File: src/rtl/io_uart_tx_if.sv
// Core-side I/O bus of the UART transmitter: strobes, register select and data.
// The core drives the strobes/address/write data; the port drives read data.
interface io_uart_tx_if;
    logic        ioW;
    logic        ioR;
    logic [3:0]  addr;
    logic [15:0] wdata;
    logic [15:0] rdata;

    modport master (
        output ioW,
        output ioR,
        output addr,
        output wdata,
        input  rdata
    );

    modport slave (
        input  ioW,
        input  ioR,
        input  addr,
        input  wdata,
        output rdata
    );
endinterface

File: src/rtl/io_uart_tx.sv
// Memory-mapped 8N1 UART transmitter: core writes bytes into a small FIFO,
// an FSM shifts them out LSB first; status is polled through the read path.
module io_uart_tx #(
    parameter int CLKS_PER_BIT = 16,
    parameter int FIFO_DEPTH   = 8
) (
    input  logic         clk,
    input  logic         rst,
    io_uart_tx_if.slave  bus,
    output logic         tx,
    output logic         busy
);
    localparam int PTR_W = $clog2(FIFO_DEPTH);
    localparam int CNT_W = $clog2(FIFO_DEPTH + 1);
    localparam logic [CNT_W-1:0] FULL_CNT = CNT_W'(FIFO_DEPTH);
    localparam logic [15:0]      BAUD_MAX = 16'(CLKS_PER_BIT - 1);

    typedef enum logic [1:0] {S_IDLE, S_START, S_DATA, S_STOP} state_t;

    state_t            r_state;
    state_t            w_state_next;
    logic [15:0]       r_baud;
    logic [15:0]       w_baud_next;
    logic [2:0]        r_bit_idx;
    logic [2:0]        w_bit_idx_next;
    logic [7:0]        r_shift;
    logic [7:0]        r_mem [FIFO_DEPTH];
    logic [PTR_W-1:0]  r_wr_ptr;
    logic [PTR_W-1:0]  r_rd_ptr;
    logic [CNT_W-1:0]  r_count;
    logic              r_ovf;

    logic              w_pop;
    logic              w_shift_en;
    logic              w_push_req;
    logic              w_push;
    logic              w_clr_ovf;
    logic              w_full;
    logic              w_empty;
    logic [3:0]        w_count4;

    assign w_full     = (r_count == FULL_CNT);
    assign w_empty    = (r_count == '0);
    assign w_count4   = 4'(r_count);
    assign w_push_req = bus.ioW && (bus.addr == 4'd0);
    assign w_push     = w_push_req && !w_full;
    assign w_clr_ovf  = bus.ioW && (bus.addr == 4'd1) && bus.wdata[0];

    // Read path is zero when not strobed so it can be ORed onto the core bus.
    always_comb begin
        bus.rdata = 16'h0000;
        if (bus.ioR && bus.addr == 4'd1) begin
            bus.rdata = {8'h00, w_count4, busy, r_ovf, w_empty, w_full};
        end
    end

    always_ff @(posedge clk) begin
        if (w_push) begin
            r_mem[r_wr_ptr] <= bus.wdata[7:0];
        end
    end

    always_ff @(posedge clk) begin
        if (rst) begin
            r_wr_ptr <= '0;
            r_rd_ptr <= '0;
            r_count  <= '0;
            r_ovf    <= 1'b0;
        end else begin
            if (w_push) begin
                r_wr_ptr <= r_wr_ptr + PTR_W'(1);
            end
            if (w_pop) begin
                r_rd_ptr <= r_rd_ptr + PTR_W'(1);
            end
            if (w_push && !w_pop) begin
                r_count <= r_count + CNT_W'(1);
            end else if (w_pop && !w_push) begin
                r_count <= r_count - CNT_W'(1);
            end
            // A dropped byte outranks a firmware clear on the same edge.
            if (w_push_req && w_full) begin
                r_ovf <= 1'b1;
            end else if (w_clr_ovf) begin
                r_ovf <= 1'b0;
            end
        end
    end

    always_ff @(posedge clk) begin
        if (rst) begin
            r_state   <= S_IDLE;
            r_baud    <= '0;
            r_bit_idx <= '0;
            r_shift   <= '0;
        end else begin
            r_state   <= w_state_next;
            r_baud    <= w_baud_next;
            r_bit_idx <= w_bit_idx_next;
            if (w_pop) begin
                r_shift <= r_mem[r_rd_ptr];
            end else if (w_shift_en) begin
                r_shift <= {1'b0, r_shift[7:1]};
            end
        end
    end

    always_comb begin
        w_state_next   = r_state;
        w_baud_next    = r_baud;
        w_bit_idx_next = r_bit_idx;
        w_pop          = 1'b0;
        w_shift_en     = 1'b0;
        tx             = 1'b1;
        busy           = 1'b0;
        case (r_state)
            S_IDLE: begin
                if (!w_empty) begin
                    w_pop        = 1'b1;
                    w_baud_next  = BAUD_MAX;
                    w_state_next = S_START;
                end
            end
            S_START: begin
                tx   = 1'b0;
                busy = 1'b1;
                if (r_baud == 16'd0) begin
                    w_baud_next    = BAUD_MAX;
                    w_bit_idx_next = 3'd0;
                    w_state_next   = S_DATA;
                end else begin
                    w_baud_next = r_baud - 16'd1;
                end
            end
            S_DATA: begin
                tx   = r_shift[0];
                busy = 1'b1;
                if (r_baud == 16'd0) begin
                    w_baud_next = BAUD_MAX;
                    if (r_bit_idx == 3'd7) begin
                        w_state_next = S_STOP;
                    end else begin
                        w_bit_idx_next = r_bit_idx + 3'd1;
                        w_shift_en     = 1'b1;
                    end
                end else begin
                    w_baud_next = r_baud - 16'd1;
                end
            end
            S_STOP: begin
                busy = 1'b1;
                // Chain straight into the next start bit when more data waits.
                if (r_baud == 16'd0) begin
                    if (!w_empty) begin
                        w_pop        = 1'b1;
                        w_baud_next  = BAUD_MAX;
                        w_state_next = S_START;
                    end else begin
                        w_state_next = S_IDLE;
                    end
                end else begin
                    w_baud_next = r_baud - 16'd1;
                end
            end
            default: begin
                w_state_next = S_IDLE;
            end
        endcase
    end
endmodule

File: src/flat_wrapper.sv
// flat-port wrapper written by rule: the top's interface ports become plain ports
module io_uart_tx_flat 
#(
    parameter int CLKS_PER_BIT = 16,
    parameter int FIFO_DEPTH   = 8
)
  (clk, rst, tx, busy, bus_ioW, bus_ioR, bus_addr, bus_wdata, bus_rdata);
  io_uart_tx_if bus_i ();
  input  logic clk;
  input  logic rst;
  output logic tx;
  output logic busy;
  input wire logic [$bits(bus_i.ioW)-1:0] bus_ioW;
  input wire logic [$bits(bus_i.ioR)-1:0] bus_ioR;
  input wire logic [$bits(bus_i.addr)-1:0] bus_addr;
  input wire logic [$bits(bus_i.wdata)-1:0] bus_wdata;
  output wire logic [$bits(bus_i.rdata)-1:0] bus_rdata;
  assign bus_i.ioW = bus_ioW;
  assign bus_i.ioR = bus_ioR;
  assign bus_i.addr = bus_addr;
  assign bus_i.wdata = bus_wdata;
  assign bus_rdata = bus_i.rdata;
  io_uart_tx #(.CLKS_PER_BIT(CLKS_PER_BIT), .FIFO_DEPTH(FIFO_DEPTH)) u_core (.clk(clk), .rst(rst), .bus(bus_i), .tx(tx), .busy(busy));
endmodule
File: config.mk
export PLATFORM = sky130hd
export DESIGN_NAME = io_uart_tx_flat
export DESIGN_NICKNAME = d
export VERILOG_FILES = /design/src/rtl/io_uart_tx_if.sv /design/src/rtl/io_uart_tx.sv /design/src/flat_wrapper.sv
export SDC_FILE = /design/constraint.sdc
export NUM_CORES = 1
export LEC_CHECK = 0
export ABC_AREA = 1
export CAP_MARGIN = 20
export CORE_MARGIN = 5
export CORE_UTILIZATION = 63
export DETAILED_ROUTE_END_ITERATION = 8
export PLACE_DENSITY = 0.91
export SYNTH_ARGS = -nofsm -noshare
export SYNTH_HDL_FRONTEND = slang
export SYNTH_SLANG_ARGS = --single-unit
File: constraint.sdc
create_clock -name clk -period 5.7 [get_ports clk]
set_input_delay 1.71 -clock clk [delete_from_list [all_inputs] [get_ports clk]]
set_output_delay 1.71 -clock clk [all_outputs]
set_load 0.03 [all_outputs]
* Word-level counts from Yosys, hierarchy flattened
Memories as Yosys holds them, arrays and structs flattened. A register that Yosys moved wholly into a read port is not among the register bits. Index checks and enable logic that the tools add are counted.
Operators by class: $add $sub $neg 6, equal/unequal tests 12, mux-type cells 34, reductions and logical operators 23
Operators by type and width (number):
- two-way mux 16 bit | 3
- case mux 16 bit (3 select lines) | 1
- two-way mux 8 bit | 3
- zero test 16 bit | 1
- subtractor 16 x 1 -> 16 bit, second input constant | 1
- two-way mux 3 bit | 5
- two-way mux 1 bit | 11
- two-way mux 2 bit | 5
- adder 3 x 1 -> 3 bit, second input constant | 3
- logical AND 1 bit | 8
- zero test 4 bit | 2
- two-way mux 4 bit | 2
- inequality test 2 x 1 -> 1 bit, second input constant | 4
- case mux 2 bit (4 select lines) | 1
- nonzero test 2 bit | 4
- case mux 3 bit (2 select lines) | 1
- AND reduction 5 bit | 1
- adder 4 x 1 -> 4 bit, second input constant | 1
- == test 2 bit, second input constant | 2
- == test 4 x 1 -> 1 bit, second input constant | 1
- == test 4 bit, second input constant | 1
- inequality test 2 bit, second input constant | 2
- case mux 1 bit (2 select lines) | 2
- AND reduction 4 bit | 1
- other kinds (7) | 9
Word-level totals: flip-flop bits (word level) 40, bits in writable memories 64, word-level logic and storage cells 84, memories kept 1
Memory list:
- u_core.r_mem | words 8, bits a word 8, read ports 1, clocked after memory_dff 1, write ports 1, line io_uart_tx.sv:27 | logic [7:0] r_mem [FIFO_DEPTH];

* Logic depth before layout (Yosys ltp)
depth in word-level cells 7, depth in mapped cells 20, mapped depth without buffers 19

* Worst setup path after synthesis
No wires, ideal clock.
path kind input-to-output, start point input bus_addr[1], end point output bus_rdata[0], arrival 2.540 ns, required time 3.990 ns, setup slack 1.450 ns, stages 5, cell sequence nor2_1 > nand2_1 > nor2_1 > nand2_1 > nor2_1
Between the ends: cells in the longest elaborated chain, start to end 3
RTL lines:
- start: declaration | line flat_wrapper.sv:15 | input wire logic [$bits(bus_i.addr)-1:0] bus_addr;
- == test 4 x 1 -> 1 bit | line io_uart_tx.sv:52 | if (bus.ioR && bus.addr == 4'd1) begin
- logical AND 1 bit | line io_uart_tx.sv:52
- two-way mux 8 bit | line io_uart_tx.sv:52
- end: declaration | line flat_wrapper.sv:17 | output wire logic [$bits(bus_i.rdata)-1:0] bus_rdata;
No other way between the ends.

* Worst setup path after layout
start point input bus_addr[1], end point output bus_rdata[2]
Same word-level chain as after synthesis.

==> results.toml <==
[run_status]
outcome = "finished clean"

[placement]
hpwl_mm = 7.62
gp_congestion = 0.882
place_ws_ns = 0.568
dp_cells = 730
port_buffers = 25

[cts]
holdBufCountCts = 0
h-tree-depth = 3
clkTransAtPathRegs_ns = 0.10
ctsRootBufferMaster = "clkbuf_8"
cts_tree = "done"
post_cts_buffers = 0
cts_buffers = 9
clockBufferDepth = 2
cts-resized-gates = 0
cts.sinks = 107
clk_latency_ns = 0.38

[synth]
synth.distinct_cells = 36
async_flop_share_pct = 0
syn_inst = 612
yosysWarningCount = 0
yosysSeqAreaShare_pct = 53.6
avgSynthCellArea_um2 = 8.49
synth_ff_type = "edfxtp_1"
yosys_register_bits = 107
synth_edf_count = 64
synth.cell_area_um2 = 5200

[global_route]
grt.total_usage_pct = 23.6
grt_pass1_vias = 4093
grt_use_met1_pct = 31.0
grt_max_degree = 34
use_met3_pct = 4.29
grt_pass1_wl_mm = 18.9
grt_overflow = 0
use_met2_pct = 39.3
grt_antenna_before_repair = 0
grt.busiest_layer = "met2"

[sta]
min_period_ns = 5.14
hold_viol = 0
tns_ns = 0
period_share_pct = 90.1
setup_slack_ns = 0.565
worst_pin_slew_ns = 0.960
slew_viol_final = 0
max_freq_ghz = 0.195
relSlewSlack_pct = 35.9
skew_ns = 0.0134
setup_viol = 0
grt_setup_unrepaired = "no"

[floorplan]
coreArea_um2 = 8130
start_util_pct = 63.9
die_area_um2 = 10200
row_count = 33
io_pins = 42
die_w_um = 101
fp.dieH_um = 101

[route]
vias = 4241
drt_iter0_markers = 430
drtPass1Iterations = 7
wl_mm = 11.5
via_per_inst = 5.68
drc = 0
drtAntennaViolNets = 0
wl_per_cell_um = 15.4

[worst_hold_path]
min_path_type = "reg -> reg"

[power_and_ir_drop]
p_sw_mw = 1.14
switching_share_pct = 43.5
p_comb_share_pct = 44.0
p_leak_nw = 2.33
power.internal_mw = 1.48
fin_total_pwr_mw = 2.61
p_clk_share_pct = 18.6
p_per_area_nw_per_um2 = 454
seqPwrFrac_pct = 37.3
ir_drop_mv = 0.287

[worst_setup_path]
cp_max_fo = 8
cp.arrival_ns = 3.43
start_kind = "input pin"
end_kind = "output port"
required_ns = 3.99
critical_path_class = "in -> out"

[finish]
nets = 676
multi_input_area_um2 = 2060
area_growth_pct = 10.7
final-seq-area_um2 = 2780
nFillCells = 562
utilization_pct = 70.7
drive_above_1_share_pct = 6.23
layoutNonFillerInstCount = 747
n_antenna_cell = 0

[run]
cap_violations = 0
per-layer routing:
layer	vias up	share of wire, %
met3	17	7.7
met2	178	49
met1	1980	41
met5	-	0
met4	0	1.5
li1	2066	-
state kept, by name (all words and copies together), names as in the netlist, named ones only:
register,flops
u_core.r_mem,64
u_core.r_baud,16
u_core.r_shift,8
u_core.r_count,4
u_core.r_bit_idx,3
u_core.r_rd_ptr,3
u_core.r_wr_ptr,3
u_core.r_state,2
u_core.r_ovf,1
placed cells by master (no fill, tap or decap), types with 2 or more instances in the layout:
master and count:
nand2_1 126, nor2_1 95, edfxtp_1 64, inv_1 61, o21ai_0 45, nand3_1 44, dfxtp_1 43, a21oi_1 33
clkdlybuf4s50_1 25, ha_1 14, nand4_1 12, nor3_1 11, clkbuf_8 9, conb_1 8, buf_4 7, xor2_1 6
nor2_2 5, o211ai_1 4, nand3_2 3, nand2_2 3, inv_8 2, inv_6 2
final cells by class:
type                       count  area share, %
multi-input combinational    423           35.9
clock inverter                 6           1.37
tap                          105           2.28
inverter                      63           4.11
clock buffer                  10           2.22
timing repair buffer          33           5.74
sequential                   107           48.4
Yosys cell counts (all sizes together) (12+ instances only):
master  instances  share of area, %
nand2         130               9.7
nor2          101               7.7
edfxtp         64                37
inv            62               4.5
nand3          47               4.8
o21ai          47               4.6
dfxtp          43                17
a21oi          33               3.2
buf            15               2.0
ha             14               3.4
nand4          12               1.4
nor3           12               1.2
final timing paths:
| kind | start | to | slack, ns | cells after the start |
|---|---|---|---|---|
| worst max-delay path | bus_addr[1] | bus_rdata[2] | 0.56 | 7 |
| worst min-delay path | u_core.r_ovf | u_core.r_ovf | 0.49 | 2 |
| worst max register to register | u_core.r_state[0] | u_core.r_count[3] | 2.26 | 16 |
| worst min register to register | u_core.r_ovf | u_core.r_ovf | 0.49 | 2 |
cell families (layout without fill, tap and decap cells):
logic type                 count (synthesis)  after routing  share of synthesized area [%]
AOI/OAI and AO/OA                         88             88                           8.96
other                                      1              8                         0.0722
and+or+nand+nor                          305            305                           25.1
buffers and inverters                     89            112                           7.34
DFF                                      107            107                           53.6
xor gates and xnor gates                   7              7                           1.18
adders and majority gates                 15             15                           3.76
power by group through the flow:
stage | registers (mW) | clock network, mW | logic (mW)
6_report | 0.976 | 0.486 | 1.15
5_1_grt | 0.989 | 0.516 | 1.30
4_1_cts | 0.990 | 0.484 | 1.10
3_5_place_dp | 1.01 | 0 | 1.08
3_3_place_gp | 1.00 | 0 | 1.04
2_1_floorplan | 0.963 | 0 | 0.889
worst max-delay path: stages:
cell and delay [ns]:
clkdlybuf4s50_1 0.40, nor2_1 0.10, nand2_1 0.06, nor2_1 0.14, nand2_1 0.18, nor2_1 0.14
clkdlybuf4s50_1 0.69
metrics by stage:
step                instance area [um^2]  hold slack [ns]
floorplan                           5220            0.439
global placement                    5520            0.452
detailed placement                  5520            0.461
CTS                                 5720            0.477
global route                        5750            0.493
finish                              5750            0.490
No activity file was read; power rests on OpenSTA's default activity.
